### src/rtl/cond_pkg.sv
// Shared definitions for the condition evaluation slice.
// Condition codes, flag bit positions and decision FSM states.
package cond_pkg;

  localparam logic [3:0] COND_EQ = 4'h0;
  localparam logic [3:0] COND_NE = 4'h1;
  localparam logic [3:0] COND_CS = 4'h2;
  localparam logic [3:0] COND_CC = 4'h3;
  localparam logic [3:0] COND_MI = 4'h4;
  localparam logic [3:0] COND_PL = 4'h5;
  localparam logic [3:0] COND_VS = 4'h6;
  localparam logic [3:0] COND_VC = 4'h7;
  localparam logic [3:0] COND_HI = 4'h8;
  localparam logic [3:0] COND_LS = 4'h9;
  localparam logic [3:0] COND_GE = 4'hA;
  localparam logic [3:0] COND_LT = 4'hB;
  localparam logic [3:0] COND_GT = 4'hC;
  localparam logic [3:0] COND_LE = 4'hD;
  localparam logic [3:0] COND_AL = 4'hE;
  localparam logic [3:0] COND_NV = 4'hF;

  localparam int FLAG_N = 3;
  localparam int FLAG_Z = 2;
  localparam int FLAG_C = 1;
  localparam int FLAG_V = 0;

  typedef enum logic {
    ST_IDLE = 1'b0,
    ST_HOLD = 1'b1
  } state_e;

endpackage

### src/rtl/cond_decode.sv
// Combinational condition decoder: {N,Z,C,V} x code -> take.
// Kept standalone so predication logic can share it.
module cond_decode
  import cond_pkg::*;
(
  input  logic [3:0] flags_i,
  input  logic [3:0] code_i,
  output logic       take_o
);

  logic n, z, c, v;

  assign n = flags_i[FLAG_N];
  assign z = flags_i[FLAG_Z];
  assign c = flags_i[FLAG_C];
  assign v = flags_i[FLAG_V];

  always_comb begin
    take_o = 1'b0;
    unique case (code_i)
      COND_EQ: take_o = z;
      COND_NE: take_o = !z;
      COND_CS: take_o = c;
      COND_CC: take_o = !c;
      COND_MI: take_o = n;
      COND_PL: take_o = !n;
      COND_VS: take_o = v;
      COND_VC: take_o = !v;
      COND_HI: take_o = c & !z;
      COND_LS: take_o = !c | z;
      COND_GE: take_o = (n == v);
      COND_LT: take_o = (n != v);
      COND_GT: take_o = !z & (n == v);
      COND_LE: take_o = z | (n != v);
      COND_AL: take_o = 1'b1;
      COND_NV: take_o = 1'b0;
    endcase
  end

endmodule

### src/rtl/cond_eval_unit.sv
// Flag holder and registered branch-condition evaluator.
// Optional shadow flag save/restore enabled by COND_SHADOW_EN.
module cond_eval_unit
  import cond_pkg::*;
#(
  parameter int CNT_W = 8
) (
  input  logic             clk,
  input  logic             reset,
  input  logic             flag_valid,
  input  logic             flag_n,
  input  logic             flag_z,
  input  logic             flag_c,
  input  logic             flag_v,
  output logic             flag_ready,
  input  logic             cond_valid,
  input  logic [3:0]       cond_code,
  output logic             cond_ready,
  output logic             take_valid,
  output logic             take,
  input  logic             take_ready,
  output logic [3:0]       flags_out,
  output logic [CNT_W-1:0] taken_cnt
`ifdef COND_SHADOW_EN
  ,
  input  logic             save_req,
  input  logic             restore_req
`endif
);

  state_e           state_q;
  logic             take_q;
  logic [3:0]       flags_q;
  logic [3:0]       flags_d;
  logic [CNT_W-1:0] cnt_q;
  logic             dec_take;
  logic             accept;
  logic             deliver;

`ifdef COND_SHADOW_EN
  logic [3:0] shadow_q;
  logic [3:0] shadow_d;

  assign flag_ready = !restore_req;
`else
  assign flag_ready = 1'b1;
`endif

  // Queries see the post-update flags (forwarding)
  always_comb begin
    flags_d = flags_q;
    if (flag_valid && flag_ready)
      flags_d = {flag_n, flag_z, flag_c, flag_v};
`ifdef COND_SHADOW_EN
    shadow_d = shadow_q;
    if (restore_req)
      flags_d = shadow_q;
    else if (save_req)
      shadow_d = flags_d;
`endif
  end

  assign take_valid = (state_q == ST_HOLD);
  assign take       = take_q;
  assign flags_out  = flags_q;
  assign taken_cnt  = cnt_q;
  assign cond_ready = !take_valid | take_ready;
  assign accept     = cond_valid & cond_ready;
  assign deliver    = take_valid & take_ready;

  cond_decode u_dec (
    .flags_i (flags_d),
    .code_i  (cond_code),
    .take_o  (dec_take)
  );

  always_ff @(posedge clk) begin
    if (reset) begin
      state_q  <= ST_IDLE;
      take_q   <= 1'b0;
      flags_q  <= 4'h0;
      cnt_q    <= '0;
`ifdef COND_SHADOW_EN
      shadow_q <= 4'h0;
`endif
    end else begin
      flags_q <= flags_d;
`ifdef COND_SHADOW_EN
      shadow_q <= shadow_d;
`endif
      if (deliver && take_q)
        cnt_q <= cnt_q + CNT_W'(1);
      unique case (state_q)
        ST_IDLE: begin
          if (accept) begin
            state_q <= ST_HOLD;
            take_q  <= dec_take;
          end
        end
        ST_HOLD: begin
          if (accept) begin
            take_q <= dec_take;
          end else if (take_ready) begin
            state_q <= ST_IDLE;
            take_q  <= 1'b0;
          end
        end
      endcase
    end
  end

endmodule

### config.mk
export PLATFORM = sky130hd
export DESIGN_NAME = cond_eval_unit
export DESIGN_NICKNAME = d
export VERILOG_FILES = /design/src/rtl/cond_pkg.sv /design/src/rtl/cond_decode.sv /design/src/rtl/cond_eval_unit.sv
export SDC_FILE = /design/constraint.sdc
export NUM_CORES = 1
export LEC_CHECK = 0
export CORE_UTILIZATION = 36
export DETAILED_ROUTE_END_ITERATION = 12
export PLACE_DENSITY = 0.69
export SLEW_MARGIN = 20
export SYNTH_ARGS = -nofsm -noshare
export SYNTH_HDL_FRONTEND = slang
export SYNTH_SLANG_ARGS = --single-unit
### constraint.sdc
create_clock -name clk -period 2.6 [get_ports clk]
set_input_delay 0.78 -clock clk [delete_from_list [all_inputs] [get_ports clk]]
set_output_delay 0.78 -clock clk [all_outputs]
set_load 0.1 [all_outputs]
==> results of run 1 <==
power groups by stage:
stage | clock (mW) | sequential (mW) | combinational [mW]
after floorplan | 0 | 0.279 | 0.0468
after global placement | 0 | 0.232 | 0.140
after detailed placement | 0 | 0.232 | 0.141
after CTS | 0.163 | 0.227 | 0.142
after global routing | 0.172 | 0.228 | 0.148
final | 0.156 | 0.227 | 0.141
cell usage in the layout, fill, tap and decap left out, drive strengths merged:
| cell | instances |
|---|---|
| nor3b | 3 |
| a221oi | 1 |
| and2 | 1 |
| xnor2 | 3 |
| clkbuf | 4 |
| nand3 | 3 |
| and3 | 2 |
| clkdlybuf4s50 | 12 |
| buf | 21 |
| ha | 1 |
| and4 | 1 |
| mux4 | 1 |
| nand4 | 2 |
| nand2 | 2 |
| xor2 | 6 |
| nor2b | 1 |
| inv | 1 |
| dfxtp | 14 |
| a311oi | 1 |
| nand3b | 3 |
| conb | 1 |
| or3b | 1 |
| mux2i | 8 |
| nor2 | 16 |
| o31ai | 1 |
worst min-delay path, delay by kind of cell, from the launching register on:
kind	cells	cell delay [ns]
flip-flops	1	0.33
AND/OR/NAND/NOR	2	0.14
routing by layer:
metal  GRT usage  up-vias  share of wire
met5           0        -              0
met4       0.137        0          0.032
met3      0.0231        4          0.061
met2       0.242       20           0.46
met1       0.207      298           0.45
li1            -      330              -
logic make-up (layout without fill, tap and decap cells):
logic type      after synthesis  count (layout)
mux                           9               9
flops                        14              14
other cells                   1               1
buf+inv                       5              38
fa+ha+maj                     1               1
xor+xnor                      9               9
simple gates                 35              35
compound gates                3               3
worst max-delay path by stage:
stage	startpoint	to	slack (ns)	cells past startpoint
2_1_floorplan	take_valid	cond_ready	0.18	2
3_3_place_gp	flag_valid	take	-0.05	7
3_5_place_dp	flag_valid	take	-0.09	7
4_1_cts	take_ready	cond_ready	0.11	4
5_1_grt	take_ready	cond_ready	0.03	4
6_report	take_ready	cond_ready	0.12	4
sequential cells by signal, indices dropped and copies added (netlist names):
name        flops
taken_cnt       8
take_valid      1
flags_out       4
take            1
through the flow:
step                instance area [sq um]  utilization  power, mW
floorplan                             721            -      0.326
global placement                     1020        0.564      0.372
detailed placement                   1020        0.564      0.373
CTS                                  1050        0.584      0.531
global route                         1050        0.584      0.548
finish                               1050        0.584      0.523
area by class of cell:
type                       instances  area, sq um  share of cell area
multi-input combinational         58          410               0.390
timing repair buffer              33          290               0.276
sequential                        14          280               0.266
clock buffer                       4         36.3              0.0345
tap                               25         31.3              0.0297
inverter                           1         3.75             0.00357
==> metrics.md, run 1 <==
| Metric | Value |
|---|---|
| Total number of nets in the final design | `125` |
| Vertical die dimension | `46.7 um` |
| Post-synth top area share | `0.389` |
| # Max-Cap Violations | `0` |
| Type of the tightest min-delay check | `reg2reg` |
| Avg WL per Cell | `11.4 um` |
| Minimum hold slack | `0.526 ns` |
| Switching power of the nets | `0.166 mW` |
| Main synth FF type | `sky130_fd_sc_hd__dfxtp_1` |
| Worst Path Required | `1.82 ns` |
| Start point of the worst hold path | `take` |
| Layout cells sized above 1 | `0.245` |
| Mapped Avg Cell Area | `9.36 sq um` |
| Post-synth ARST share | `0` |
| Reported leakage power | `0.466 nW` |
| Final setup fails | `0` |
| Critical path's slowest cell | `sky130_fd_sc_hd__clkdlybuf4s50_1` |
| Pin count of the biggest net entering global routing | `15` |
| Run status | `complete, no violations` |
| Final critical-path share of the clock period | `0.953` |
| Number of endpoints with negative hold slack in the final report | `0` |
| Multiplexer area fraction after synthesis | `0.142` |
| Clock Path Buffers | `2` |
| Startpoint class of the critical path | `input pin` |
| Total vias in the final route | `652` |
| Worst IR Drop VDD | `0.278 mV` |
| Final-layout fill cell count | `185` |
| WHS Path Cells | `2` |
| Register-to-register setup slack | `0.89 ns` |
| DRC violation count after routing | `0` |
| Number of cells on the worst reg-to-reg path | `6` |
| Highest net fanout along the worst path | `3` |
| Hold-critical path endpoint | `take` |
| Power Internal | `0.357 mW` |
| Reg-to-Reg Start | `flags_out[3]` |
| Final GP Congestion | `0.668` |
| Switching fraction of total power | `0.318` |
| Worst setup EP type | `primary output` |
| Synth Area in Compound Gates | `0.0417` |
| Number of nets produced by synthesis | `91` |
| Buffers & Inverters on Critical Path | `3` |
| Vias in the first global route | `559` |
| DRT Pass-1 Iters | `2` |
| Clock Root Buffer | `sky130_fd_sc_hd__clkbuf_4` |
| Skew final | `0.00525 ns` |
| Detailed-route vias per instance | `4.83` |
| Clock buffers created by TritonCTS | `3` |
| Basic-gate share of the synthesized area counting and, or, nand and nor cells | `0.253` |
| Largest family of logic cells by synthesized area | `simple AND/OR/NAND/NOR gates` |
| Diodes inserted | `0` |
| Total length of routed wires | `1.54 mm` |
| Xor/xnor share of the synthesized area | `0.109` |
| Sink Count | `14` |
| Number of nets still failing antenna checks after routing | `0` |
| Clock network latency to the later pin of the worst-skew pair | `0.28 ns` |
| H-tree depth reported by CTS | `1` |
| Io pins | `29` |
| Overall die area | `2180 sq um` |
| Global routing usage summed across all routing layers | `0.163` |
| Reg-to-Reg End | `take` |
| Pwr per Cell Area | `497 nW/um^2` |
| Cells after Synth | `77` |
| Number of instances in the placed design | `131` |
| Sequential share of the synthesized area | `0.389` |
| Setup Total Neg Slack | `0 ns` |
| Synth unique cells | `26` |
| Half-perimeter wire length after placement | `1.17 mm` |
| Global-route wire length before repair | `2.46 mm` |
| Top-count cell post-synth | `sky130_fd_sc_hd__nor2_1` |
| Largest area contributor in the synthesized netlist | `sky130_fd_sc_hd__dfxtp_1` |
| Cells along the critical path | `clkdlybuf4s50_1, nor2b_1, inv_1, buf_12` |
| Setup slack at placement | `-0.0885 ns` |
| Clock network fraction of total power | `0.298` |
| Sequential power share | `0.433` |
| Number of synthesized register bits | `14` |
| Die width | `46.7 um` |
| Cell area after technology mapping | `721 sq um` |
| RSZ-0062 raised after global routing | `false` |
| Number of warnings printed during yosys synthesis | `0` |
| Adder and majority gate portion of the synthesized area | `0.0174` |
| Area added between synthesis and finish | `46.0%` |
| Post-layout instance count excluding filler cells | `135` |
| Clock-pin slew on the worst setup and hold paths | `0.08 ns` |
| Max Clk Rate | `404 MHz` |
| Final worst setup slack | `0.122 ns` |
| Standard cell core area | `1800 sq um` |
| Delay of the slowest critical-path stage | `0.44 ns` |
| Final Max Slew Viols | `0` |
| Count of standard-cell rows | `15` |
| Post-CTS Setup Bufs | `0` |
| Data arrival at the endpoint of the critical path | `1.70 ns` |
| DRC violation total after the first TritonRoute iteration | `4` |
| Crit Path Class | `in2out` |
| Kind of cell with the highest combined delay on the critical path | `buffers and inverters` |
| Number of flops mapped to enable cells by yosys | `0` |
| Post-synth top cells | `sky130_fd_sc_hd__nor2_1 (16), sky130_fd_sc_hd__dfxtp_1 (14), sky130_fd_sc_hd__mux2i_1 (8), sky130_fd_sc_hd__xor2_1 (6)` |
| Min cycle time layout | `2.48 ns` |
| Initial core utilization | `0.400` |
| TritonCTS clock tree | `yes` |
| Post-CTS Hold Buffers | `0` |
| Global route total overflow | `0` |
| Combinational share of power | `0.269` |
| Port bufs | `27` |
| Most area-consuming cells after synthesis | `sky130_fd_sc_hd__dfxtp_1 (39%), sky130_fd_sc_hd__mux2i_1 (11%), sky130_fd_sc_hd__nor2_1 (8.3%)` |
| Resize count post-CTS | `0` |
| Antenna violations before repair | `0` |
(Power assumes the default switching activity.)
==> inputs of run 2 (changes only) <==
Settings changed: SLEW_MARGIN 20 to 40.
==> results of run 2 <==
Final layout, timing and power as in run 1 (identical DEF).
